File: src/rtl/rx_frame_assembler.sv
// Receive framing stage behind the Manchester decoder.
// It searches for the Ethernet SFD, packs the following bits LSB-first into
// bytes, and reports frame start, frame end, byte count and framing errors.
module rx_frame_assembler #(
  parameter int MAX_BYTES = 1518,
  parameter int CNT_W     = 11
) (
  input  logic             clk,
  input  logic             rst,
  input  logic             e_orig,
  input  logic             shift_enable,
  input  logic             idle,
  output logic [7:0]       rx_data,
  output logic             rx_valid,
  output logic             sof,
  output logic             eof,
  output logic             frame_err,
  output logic [CNT_W-1:0] byte_count,
  output logic             busy
);

  localparam logic [7:0]       SFD     = 8'hD5;
  localparam logic [CNT_W-1:0] MAX_CNT = CNT_W'(MAX_BYTES);

  typedef enum logic [1:0] {
    ST_IDLE  = 2'd0,
    ST_HUNT  = 2'd1,
    ST_DATA  = 2'd2,
    ST_DRAIN = 2'd3
  } state_t;

  state_t     state;
  logic [7:0] sr;
  logic [2:0] bit_cnt;
  logic [7:0] sr_shift;

  // New bits enter at the MSB so the first bit of a byte ends up in bit 0.
  assign sr_shift = {e_orig, sr[7:1]};

  // Frame state machine; every output is registered and pulses last one cycle.
  always_ff @(posedge clk) begin
    if (rst) begin
      state      <= ST_IDLE;
      sr         <= 8'd0;
      bit_cnt    <= 3'd0;
      rx_data    <= 8'd0;
      rx_valid   <= 1'b0;
      sof        <= 1'b0;
      eof        <= 1'b0;
      frame_err  <= 1'b0;
      byte_count <= '0;
      busy       <= 1'b0;
    end else begin
      rx_valid  <= 1'b0;
      sof       <= 1'b0;
      eof       <= 1'b0;
      frame_err <= 1'b0;

      case (state)
        ST_IDLE: begin
          // The first bit of a burst starts a fresh search window.
          if (shift_enable && !idle) begin
            sr    <= {e_orig, 7'd0};
            state <= ST_HUNT;
            busy  <= 1'b1;
          end
        end

        ST_HUNT: begin
          // Carrier lost before any SFD: silently return, nothing to report.
          if (idle) begin
            state <= ST_IDLE;
            busy  <= 1'b0;
          end else if (shift_enable) begin
            sr <= sr_shift;
            if (sr_shift == SFD) begin
              sof        <= 1'b1;
              byte_count <= '0;
              bit_cnt    <= 3'd0;
              state      <= ST_DATA;
            end
          end
        end

        ST_DATA: begin
          // Idle wins over a coincident bit; leftover bits mark a bad frame.
          if (idle) begin
            eof       <= 1'b1;
            frame_err <= (bit_cnt != 3'd0);
            state     <= ST_IDLE;
            busy      <= 1'b0;
          end else if (shift_enable) begin
            sr      <= sr_shift;
            bit_cnt <= bit_cnt + 3'd1;
            if (bit_cnt == 3'd7) begin
              if (byte_count < MAX_CNT) begin
                rx_data    <= sr_shift;
                rx_valid   <= 1'b1;
                byte_count <= byte_count + CNT_W'(1);
              end else begin
                state <= ST_DRAIN;
              end
            end
          end
        end

        ST_DRAIN: begin
          // Oversized frame: discard the rest and flag it when the line goes idle.
          if (idle) begin
            eof       <= 1'b1;
            frame_err <= 1'b1;
            state     <= ST_IDLE;
            busy      <= 1'b0;
          end
        end

        default: begin
          state <= ST_IDLE;
          busy  <= 1'b0;
        end
      endcase
    end
  end

endmodule

File: config.mk
export PLATFORM = sky130hd
export DESIGN_NAME = rx_frame_assembler
export DESIGN_NICKNAME = d
export VERILOG_FILES = /design/src/rtl/rx_frame_assembler.sv
export SDC_FILE = /design/constraint.sdc
export NUM_CORES = 1
export LEC_CHECK = 0
export CAP_MARGIN = 20
export CORE_MARGIN = 3
export CORE_UTILIZATION = 48
export CTS_BUF_LIST = sky130_fd_sc_hd__clkbuf_4 sky130_fd_sc_hd__clkbuf_8 sky130_fd_sc_hd__clkbuf_16
export DETAILED_ROUTE_END_ITERATION = 12
export GPL_ROUTABILITY_DRIVEN = 1
export HOLD_SLACK_MARGIN = 0.08
export PLACE_DENSITY = 0.76
export SLEW_MARGIN = 20
export SYNTH_ARGS = -nofsm -noshare
export SYNTH_HDL_FRONTEND = slang
export SYNTH_SLANG_ARGS = --single-unit
File: constraint.sdc
create_clock -name clk -period 1.55 [get_ports clk]
set_input_delay 0.155 -clock clk [delete_from_list [all_inputs] [get_ports clk]]
set_output_delay 0.155 -clock clk [all_outputs]
set_load 0.1 [all_outputs]
==> results of run 1 <==
## synth_stat cells, types with 2 or more instances
cell	instances
clkbuf_1	4
a21oi_1	10
nor2b_1	3
nor2_1	28
a31oi_1	2
nor3_1	6
o41ai_1	2
a21boi_1	2
or3_1	3
nand2b_1	2
o21ai_0	11
a41oi_1	3
and3_1	2
dfxtp_1	36
nand3_1	7
mux2i_1	10
ha_1	9
inv_1	9
nand2_1	12
a22oi_1	8
nand4_1	2
## kinds of logic after synthesis
logic type                 count (synthesis)  share of synthesized area
and+or+nand+nor                           77                      0.243
AOI/OAI and AO/OA                         51                      0.204
DFF                                       36                      0.395
buffers and inverters                     15                     0.0356
muxes                                     11                     0.0610
adders and majority gates                  9                     0.0617
## timing repair
item / in CTS
pin swaps: 10
setup buffers: 5
setup endpoints to repair: 31
resized for setup: 37
## through the flow
step / instance area [sq um] / instances / TNS [ps]
detailed placement: 2810 / 311 / -6490
CTS: 3130 / 323 / -195
floorplan: 1910 / 199 / -483
global placement: 2810 / 311 / -4690
==> impl_metrics.csv, run 1 <==
group,metric,value,unit
yosys,synth_area_per_cell,9.17,sq um
yosys,seq_area_frac_synth,0.395,
run_status,lastStage,"5_1_grt",
clock_tree,numCtsBuffers,5,
yosys,yosysWarnings,0,
placed_design,gp_congestion,0.839,
placed_design,dpl.hpwl,3.95,mm
die,die-height,67.7,um
yosys,postSynthCellCount,199,
die,initial_core_util,0.522,
clock_tree,cts_num_sinks,36,
yosys,synth_seq_cells,36,
die,placementRows,21,
global_routing,grt_max_degree,18,
die,fp.dieW,67.7,um
timing,endpoint_type,"register input",
run_status,status,"stopped before the end",
timing,grt-worst-endpoint,"state[1]$_SDFFE_PP0P_/D",
clock_tree,hold_buffers,0,
yosys,yosys.area.top_type,"dfxtp_1",
yosys,syn_nets,213,
clock_tree,htree_levels,2,
yosys,synth_top_flop_cell,"dfxtp_1",
clock_tree,cts-root-buf,"clkbuf_8",
yosys,synthArstFlopShare,0,
yosys,synth_area,1830,sq um
placed_design,port_buffers,28,
clock_tree,clock_path_buffers,2,
placed_design,dp_slack,-394,ps
yosys,synth_top_area_frac,0.395,
run_status,stop_error,"[ERROR DPL-0033] detailed placement checks failed during check placement.",
die,io_pins,29,
global_routing,antenna_found_initial,0,
yosys,ys_types,49,
yosys,synth_area_leaders,"dfxtp_1 (39%), ha_1 (6.2%), nor2_1 (5.8%)",
yosys,synth_edf_count,0,
==> inputs of run 2 (changes only) <==
--- a/config.mk
+++ b/config.mk
@@ -7,12 +7,10 @@
 export LEC_CHECK = 0
 export CAP_MARGIN = 20
 export CORE_MARGIN = 3
-export CORE_UTILIZATION = 48
-export CTS_BUF_LIST = sky130_fd_sc_hd__clkbuf_4 sky130_fd_sc_hd__clkbuf_8 sky130_fd_sc_hd__clkbuf_16
+export CORE_UTILIZATION = 40
 export DETAILED_ROUTE_END_ITERATION = 12
 export GPL_ROUTABILITY_DRIVEN = 1
-export HOLD_SLACK_MARGIN = 0.08
-export PLACE_DENSITY = 0.76
+export PLACE_DENSITY_LB_ADDON = 0.15
 export SLEW_MARGIN = 20
 export SYNTH_ARGS = -nofsm -noshare
 export SYNTH_HDL_FRONTEND = slang
==> constraint.sdc (replaced) <==
create_clock -name clk -period 2 [get_ports clk]
set_input_delay 0.2 -clock clk [delete_from_list [all_inputs] [get_ports clk]]
set_output_delay 0.2 -clock clk [all_outputs]
set_load 0.1 [all_outputs]
==> run 2 against run 1 <==
The run now ends clean; synthesized cell count did not move; area after synthesis stayed put.
==> impl_metrics.csv, run 2 <==
group,metric,value,unit
drt,vias,1559,
layout,reg_top3,"byte_count: 11 flops, rx_data: 8 flops, sr: 7 flops",
clock_tree,hold_buffers,0,
yosys,synth.most_common_cell,"dfxtp_1",
die,placementRows,23,
timing,fin_crit,1830,ps
die,io_pins,29,
yosys,synth_edf_count,0,
clock_tree,cts_tree,"done",
yosys,yosys.area.top_type,"dfxtp_1",
timing,fmax,546,MHz
yosys,synth_area_leaders,"dfxtp_1 (39%), ha_1 (6.2%), nor2_1 (5.8%)",
placed_design,gp_congestion,0.861,
worst_setup_path,cp_max_fo,4,
global_routing,antenna_found_initial,0,
die,initial_core_util,0.434,
layout,largest_register_ffs,11,
clock_tree,numCtsBuffers,5,
placed_design,dpl.hpwl,3.03,mm
timing,post-route-period-util,0.917,
worst_hold_path,whs_path_depth,1,
yosys,yosysWarnings,0,
drt,postRouteAntennaNets,0,
layout,final_core_util,0.544,
timing,hold_violations,0,
clock_tree,htree_levels,2,
clock_tree,cts_resized,0,
die,die-height,73.6,um
timing,tightest_slew,519,ps
run_status,status,"complete, no violations",
clock_tree,path_clk_slew,80,ps
yosys,synthArstFlopShare,0,
worst_setup_path,worst_setup_path_start_kind,"flip-flop",
yosys,synth_area_per_cell,9.17,sq um
layout,stdcell_count,289,
global_routing,grt_pass1_wl,6.62,mm
worst_setup_path,cp.arrival,2050,ps
worst_setup_path,r2r_slack,170,ps
pwr,ir_drop,0.395,mV
worst_setup_path,cp.required,2210,ps
layout,regMostFlops,"byte_count",
layout,nets,252,
worst_hold_path,hold_start,"byte_count[9]",
clock_tree,cts_num_sinks,36,
yosys,synth_top_area_frac,0.395,
placed_design,placed_cells,281,
yosys,synth_area,1830,sq um
clock_tree,post_cts_buffers,0,
pwr,p_total,1650,uW
layout,mostFrequentLayoutCells,"buf_4 (34), nor2_1 (27), dfxtp_1 (25)",
drt,wirelength,4.03,mm
drt,drtPass1Iterations,4,
die,core-area,4200,sq um
worst_setup_path,reg2reg_to,"byte_count[3]",
yosys,yosys-top-cells-count,"dfxtp_1 (36), nor2_1 (28), nand2_1 (12), o21ai_0 (11)",
layout,filler_cell_count,399,
worst_setup_path,path_class,"flip-flop to flip-flop",
layout,diodes,0,
global_routing,global_route.overflow_total,0,
pwr,p_leak,0.000924,uW
global_routing,grt_max_degree,21,
layout,syn_to_final_growth,25.2,%
worst_setup_path,r2r_cells,7,
run,drv_cap,0,
yosys,postSynthCellCount,199,
global_routing,grt_pass1_vias,1403,
timing,slew_headroom,0.651,
drt,initialDrtViolationCount,100,
clock_tree,clock_path_buffers,2,
timing,setup_violations,0,
yosys,synth_seq_cells,36,
worst_setup_path,crit_path_end_kind,"flip-flop",
global_routing,grt_usage,0.158,
die,fp.dieW,73.6,um
pwr,power.density,724,nW/um^2
yosys,ys_types,49,
timing,whs,467,ps
drt,viasPerCell,5.39,
timing,fin_skew,6.84,ps
drt,routedWlPerCell,13.9,um
yosys,seq_area_frac_synth,0.395,
clock_tree,clock_latency,290,ps
yosys,syn_nets,213,
drt,drc,0,
worst_hold_path,hold_end,"byte_count[9]",
worst_setup_path,rr_startpoint,"state[0]",
clock_tree,cts-root-buf,"clkbuf_8",
worst_hold_path,hold_path_class,"flip-flop to flip-flop",
die,dieArea,5410,sq um
yosys,synth_top_flop_cell,"dfxtp_1",
layout,layout-drive-gt1-share,0.285,
layout,layout_commonest_cell,"buf_4",
placed_design,port_buffers,28,
timing,drv_slew,0,
[run 2: cell counts after synthesis]
Identical to the previous run, type by type.
[run 2: cell type report]
| class | instances | area [sq um] | area share |
|---|---|---|---|
| flip-flops and latches | 36 | 734 | 0.321 |
| clock buffers | 5 | 68.8 | 0.0301 |
| clock inverters | 3 | 42.5 | 0.0186 |
| multi-input cells | 148 | 1050 | 0.458 |
| repair buffers | 38 | 295 | 0.129 |
| inverters | 9 | 33.8 | 0.0148 |
| well taps | 50 | 62.6 | 0.0274 |
[run 2: how the worst max path moves through the flow]
stage,startpoint,to,cells past startpoint
after floorplan,byte_count[6],byte_count[3],6
after global placement,shift_enable,byte_count[3],6
after detailed placement,e_orig,byte_count[3],6
after CTS,state[0],byte_count[3],7
after global routing,state[1],byte_count[6],7
final,state[0],byte_count[3],7
[run 2: report_power, final]
group | internal [uW] | switching (uW) | total [uW]
clock | 369 | 279 | 648
combinational | 90.8 | 169 | 260
sequential | 732 | 14.8 | 747
[run 2: worst max-delay path, cell delays in order (launching register included)]
cell      delay (ps)
dfxtp_1          350
inv_1            150
ha_1             280
nand3b_4         100
nor2_2           210
o22ai_2          150
or3_1            360
a21boi_1         160
[run 2: through the flow]
stage | TNS [ps] | area (sq um) | worst slack [ps]
floorplan | 0 | 1840 | 77.4
global placement | 0 | 2170 | 105
detailed placement | 0 | 2170 | 86.7
CTS | 0 | 2280 | 92.5
global route | -1.07 | 2280 | -1.07
finish | 0 | 2280 | 167
[run 2: cells by family after synthesis]
kind of cell               Yosys count  share of synthesized area
adders and majority gates            9                     0.0617
and+or+nand+nor                     77                      0.243
DFF                                 36                      0.395
AOI/OAI and AO/OA                   51                      0.204
buffers and inverters               15                     0.0356
muxes                               11                     0.0610
[run 2: per-layer routing]
layer  share of wire  up-vias  routed length (um)  GRT usage
met5               0        -                   0          0
met4           0.014        0                  57     0.0483
met3           0.040        7                 162     0.0424
met2            0.45       27                1820      0.242
met1            0.49      723                1990      0.215
li1                -      802                   -          -
Power figures use the tool's default switching activity.
==> inputs of run 3 (changes only) <==
--- a/config.mk
+++ b/config.mk
@@ -10,7 +10,7 @@
 export CORE_UTILIZATION = 40
 export DETAILED_ROUTE_END_ITERATION = 12
 export GPL_ROUTABILITY_DRIVEN = 1
-export PLACE_DENSITY_LB_ADDON = 0.15
+export PLACE_DENSITY = 0.63
 export SLEW_MARGIN = 20
 export SYNTH_ARGS = -nofsm -noshare
 export SYNTH_HDL_FRONTEND = slang
==> run 3 against run 2 <==
Global-route usage rose by 0.52 points; critical path depth did not move; combinational power barely moved; non-clock buffer count rose by 1; sequential power barely moved.
==> impl_metrics.csv, run 3 (synthesized netlist as in run 2, its figures left out) <==
group,metric,value,unit
drt,vias,1571,
die,initial_core_util,0.434,
placed_design,placed_cells,282,
pwr,p_total,1900,uW
pwr,p_leak,0.000950,uW
timing,fin_skew,4.91,ps
timing,post-route-period-util,0.929,
worst_setup_path,rr_startpoint,"state[0]",
clock_tree,cts_resized,0,
global_routing,grt_max_degree,22,
drt,wirelength,4.12,mm
layout,largest_register_ffs,11,
global_routing,grt_pass1_vias,1423,
worst_setup_path,crit_path_end_kind,"flip-flop",
clock_tree,htree_levels,2,
timing,whs,476,ps
layout,layout-drive-gt1-share,0.292,
placed_design,gp_congestion,0.860,
drt,drtPass1Iterations,4,
layout,diodes,0,
clock_tree,clock_path_buffers,2,
die,io_pins,29,
worst_hold_path,whs_path_depth,1,
worst_setup_path,cp.required,2210,ps
timing,hold_violations,0,
die,fp.dieW,73.6,um
timing,setup_violations,0,
clock_tree,clock_latency,290,ps
layout,mostFrequentLayoutCells,"buf_4 (35), nor2_1 (28), dfxtp_1 (25)",
drt,postRouteAntennaNets,0,
timing,drv_slew,0,
drt,drc,0,
layout,syn_to_final_growth,28.7,%
placed_design,dpl.hpwl,3.03,mm
worst_setup_path,cp.arrival,2070,ps
worst_hold_path,hold_end,"byte_count[9]",
die,dieArea,5410,sq um
worst_setup_path,worst_setup_path_start_kind,"flip-flop",
worst_hold_path,hold_start,"byte_count[9]",
layout,filler_cell_count,379,
global_routing,grt_pass1_wl,6.76,mm
run,drv_cap,0,
clock_tree,cts_num_sinks,36,
drt,viasPerCell,5.42,
timing,fmax,538,MHz
global_routing,grt_usage,0.163,
timing,rsz0062_at_grt,"true",
die,placementRows,23,
pwr,ir_drop,0.422,mV
worst_setup_path,r2r_cells,7,
pwr,power.density,810,nW/um^2
worst_hold_path,hold_path_class,"flip-flop to flip-flop",
worst_setup_path,cp_max_fo,5,
clock_tree,numCtsBuffers,5,
run_status,status,"complete, no violations",
layout,reg_top3,"byte_count: 11 flops, rx_data: 8 flops, sr: 7 flops",
drt,routedWlPerCell,14.2,um
worst_setup_path,path_class,"flip-flop to flip-flop",
die,die-height,73.6,um
drt,initialDrtViolationCount,100,
timing,slew_headroom,0.586,
timing,fin_crit,1860,ps
layout,stdcell_count,290,
global_routing,global_route.overflow_total,0,
layout,regMostFlops,"byte_count",
clock_tree,path_clk_slew,80,ps
clock_tree,cts_tree,"done",
layout,layout_commonest_cell,"buf_4",
timing,fin_setup_tns,0,ps
timing,tightest_slew,617,ps
worst_setup_path,r2r_slack,140,ps
clock_tree,hold_buffers,0,
clock_tree,cts-root-buf,"clkbuf_8",
worst_setup_path,reg2reg_to,"byte_count[9]",
clock_tree,post_cts_buffers,0,
layout,nets,253,
global_routing,antenna_found_initial,0,
die,core-area,4200,sq um
placed_design,port_buffers,28,
run 3: cell count changes in the layout (fill, tap and decap cells not counted), sizes merged:
cell	change
bufinv	+2
clkinvlp	-1
buf	+1
clkinv	-1
run 3: worst max path at each step:
stage,from,endpoint,slack [ps],cells after the start
after floorplan,byte_count[6],byte_count[3],80,6
after global placement,state[1],byte_count[9],90,7
after detailed placement,e_orig,byte_count[3],50,6
after CTS,state[1],byte_count[3],110,7
after global routing,state[0],byte_count[7],-10,7
final,state[0],byte_count[9],140,7
run 3: report_power, final:
group          internal (uW)  switching [uW]  total [uW]  leakage, uW
registers                732            13.7         746     0.000296
clock network            624             276         900    0.0000784
logic                   92.8             165         258     0.000576
run 3: cell type report:
cell class	instances	area, sq um	area share
clock buffers	5	68.8	0.0293
inverters	9	33.8	0.0144
well taps	50	62.6	0.0266
multi-input cells	148	1060	0.450
repair buffers	39	303	0.129
flip-flops and latches	36	734	0.313
clock inverters	3	90.1	0.0383
run 3: layer usage:
layer  wire (um)  vias up  global-route usage
met3         190        2              0.0547
met5           0        -                   0
met2        1850       39               0.244
li1            -      803                   -
met4          37        0              0.0664
met1        2040      727               0.214
run 3: critical path, stage by stage, from the launching register on:
cell and delay (ps):
dfxtp_1 390, inv_1 110, ha_1 280, nand3b_4 100, nor2_1 90, nor3_1 530
o21ai_0 190, o31ai_1 90
run 3: metrics by stage:
step           setup WS, ps  area (sq um)  utilization
2_1_floorplan          77.4          1840            -
6_report                143          2350        0.559
4_1_cts                 111          2330        0.555
5_1_grt               -10.9          2350        0.559
3_3_place_gp           93.3          2170        0.517
3_5_place_dp           49.2          2170        0.517
==> inputs of run 4 (changes only) <==
--- a/config.mk
+++ b/config.mk
@@ -6,12 +6,13 @@
 export NUM_CORES = 1
 export LEC_CHECK = 0
 export CAP_MARGIN = 20
-export CORE_MARGIN = 3
-export CORE_UTILIZATION = 40
+export CORE_AREA = 3 3 64 66
 export DETAILED_ROUTE_END_ITERATION = 12
+export DIE_AREA = 0 0 67 69
+export DONT_BUFFER_PORTS = 1
 export GPL_ROUTABILITY_DRIVEN = 1
-export PLACE_DENSITY = 0.63
-export SLEW_MARGIN = 20
+export PLACE_DENSITY = 0.66
+export SLEW_MARGIN = 30
 export SYNTH_ARGS = -nofsm -noshare
 export SYNTH_HDL_FRONTEND = slang
 export SYNTH_SLANG_ARGS = --single-unit
==> run 4 against run 3 <==
Worst hold slack lost 420 ps; die area decreased by 15%; critical path depth is the same; maximum frequency rose by 0.69%; combinational power fell by 2%; final area down 6.8%; utilization is 4.4 points higher; register-to-register slack about the same; clock skew about the same; largest cell class unchanged; highest routed layer unchanged.
==> impl_metrics.csv, run 4 (synthesized netlist as in run 2, its figures left out) <==
group,metric,value,unit
run_status,status,"complete, no violations",
global_routing,grt_pass1_wl,7.76,mm
pwr,power.density,679,nW/um^2
timing,post-route-period-util,0.922,
layout,postLayoutCellArea,2190,sq um
drt,routedWlPerCell,15.7,um
worst_hold_path,hold_path_class,"input pin to flip-flop",
timing,setup_violations,0,
placed_design,gp_congestion,0.839,
clock_tree,htree_levels,2,
layout,reg_top3,"byte_count: 11 flops, rx_data: 8 flops, sr: 7 flops",
layout,final_core_util,0.603,
drt,viasPerCell,5.82,
drt,drc,0,
worst_setup_path,cp.required,2160,ps
global_routing,grt_usage,0.212,
worst_setup_path,reg2reg_to,"byte_count[5]",
placed_design,dpl.hpwl,3.27,mm
die,fp.dieW,67,um
clock_tree,numCtsBuffers,5,
drt,postRouteAntennaNets,0,
pwr,p_total,1490,uW
die,die-height,69,um
worst_setup_path,worst_setup_path_start_kind,"flip-flop",
clock_tree,post_cts_buffers,0,
global_routing,grt_pass1_vias,1650,
pwr,p_leak,0.000876,uW
die,core-area,3630,sq um
layout,syn_to_final_growth,20.0,%
timing,drv_slew,0,
layout,layout_commonest_cell,"buf_4",
worst_hold_path,whs_path_depth,2,
clock_tree,cts_num_sinks,36,
drt,drtPass1Iterations,4,
clock_tree,clock_path_buffers,2,
worst_setup_path,crit_path_end_kind,"flip-flop",
global_routing,antenna_found_initial,0,
worst_setup_path,cp_max_fo,6,
placed_design,port_buffers,0,
timing,fin_crit,1840,ps
timing,fmax,542,MHz
worst_setup_path,r2r_slack,160,ps
global_routing,grt_max_degree,27,
timing,whs,60.1,ps
placed_design,placed_area,2090,sq um
layout,largest_register_ffs,11,
layout,diodes,0,
die,placementRows,22,
drt,initialDrtViolationCount,68,
clock_tree,path_clk_slew,70,ps
drt,wirelength,4.39,mm
worst_setup_path,path_class,"flip-flop to flip-flop",
drt,vias,1624,
clock_tree,cts-root-buf,"clkbuf_8",
timing,slew_headroom,0.613,
worst_setup_path,cp.arrival,2010,ps
worst_setup_path,r2r_cells,7,
layout,nets,245,
layout,regMostFlops,"byte_count",
layout,mostFrequentLayoutCells,"buf_4 (30), nor2_1 (27), dfxtp_1 (25)",
layout,layout-drive-gt1-share,0.281,
clock_tree,clock_latency,290,ps
die,dieArea,4620,sq um
worst_hold_path,hold_start,"e_orig",
timing,fin_setup_tns,0,ps
clock_tree,cts_tree,"done",
die,io_pins,29,
die,initial_core_util,0.502,
timing,fin_skew,4.74,ps
timing,rsz0062_at_grt,"false",
layout,filler_cell_count,335,
global_routing,global_route.overflow_total,0,
run,drv_cap,0,
worst_hold_path,hold_end,"sr[7]",
timing,hold_violations,0,
worst_setup_path,rr_startpoint,"bit_cnt[1]",
timing,tightest_slew,580,ps
pwr,ir_drop,0.433,mV
[run 4: repair_timing]
item,CTS,global route
gates resized for setup,0,5
hold buffers,1,0
setup endpoints to repair,0,9
hold endpoints to repair,26,0
[run 4: where the power goes]
group          switching [uW]  internal, uW  total [uW]
clock                     251           237         488
sequential               14.0           733         747
combinational             164          87.7         252
total                     430          1060        1490
[run 4: worst max-delay path by stage]
stage                   from             to  slack (ps)  cells after the start
2_1_floorplan  byte_count[6]  byte_count[3]          80                      6
3_3_place_gp      bit_cnt[1]  byte_count[5]         190                      7
3_5_place_dp        state[0]       state[1]          70                      7
4_1_cts             state[0]       state[1]          50                      7
5_1_grt             state[1]  byte_count[3]         0.9                      7
6_report          bit_cnt[1]  byte_count[5]         160                      7
[run 4: critical path, cell delays in order, from the launching register on]
cell	delay, ps
dfxtp_1	360
ha_1	160
ha_1	240
o311a_1	360
buf_4	190
nand2_1	60
a31oi_1	240
a21oi_1	100
[run 4: area by class of cell]
cell class,count,area (sq um),share of cell area
Clock inverter,1,5.00,0.00228
Tap cell,48,60.1,0.0274
Inverter,9,33.8,0.0154
Clock buffer,6,72.6,0.0331
Sequential cell,36,734,0.335
Multi-Input combinational cell,148,1050,0.481
Timing Repair Buffer,31,230,0.105
[run 4: metal layers]
metal,part of all wire,GRT usage,vias to the layer above
li1,-,-,792
met1,0.40,0.253,772
met2,0.50,0.346,46
met3,0.074,0.0651,14
met4,0.020,0.0878,0
met5,0,0,-
[run 4: per-stage QoR]
stage / std cells / setup slack [ps]
floorplan: 199 / 77.4
global placement: 271 / 193
detailed placement: 271 / 71.4
CTS: 279 / 45.8
global route: 279 / 0.886
finish: 279 / 155
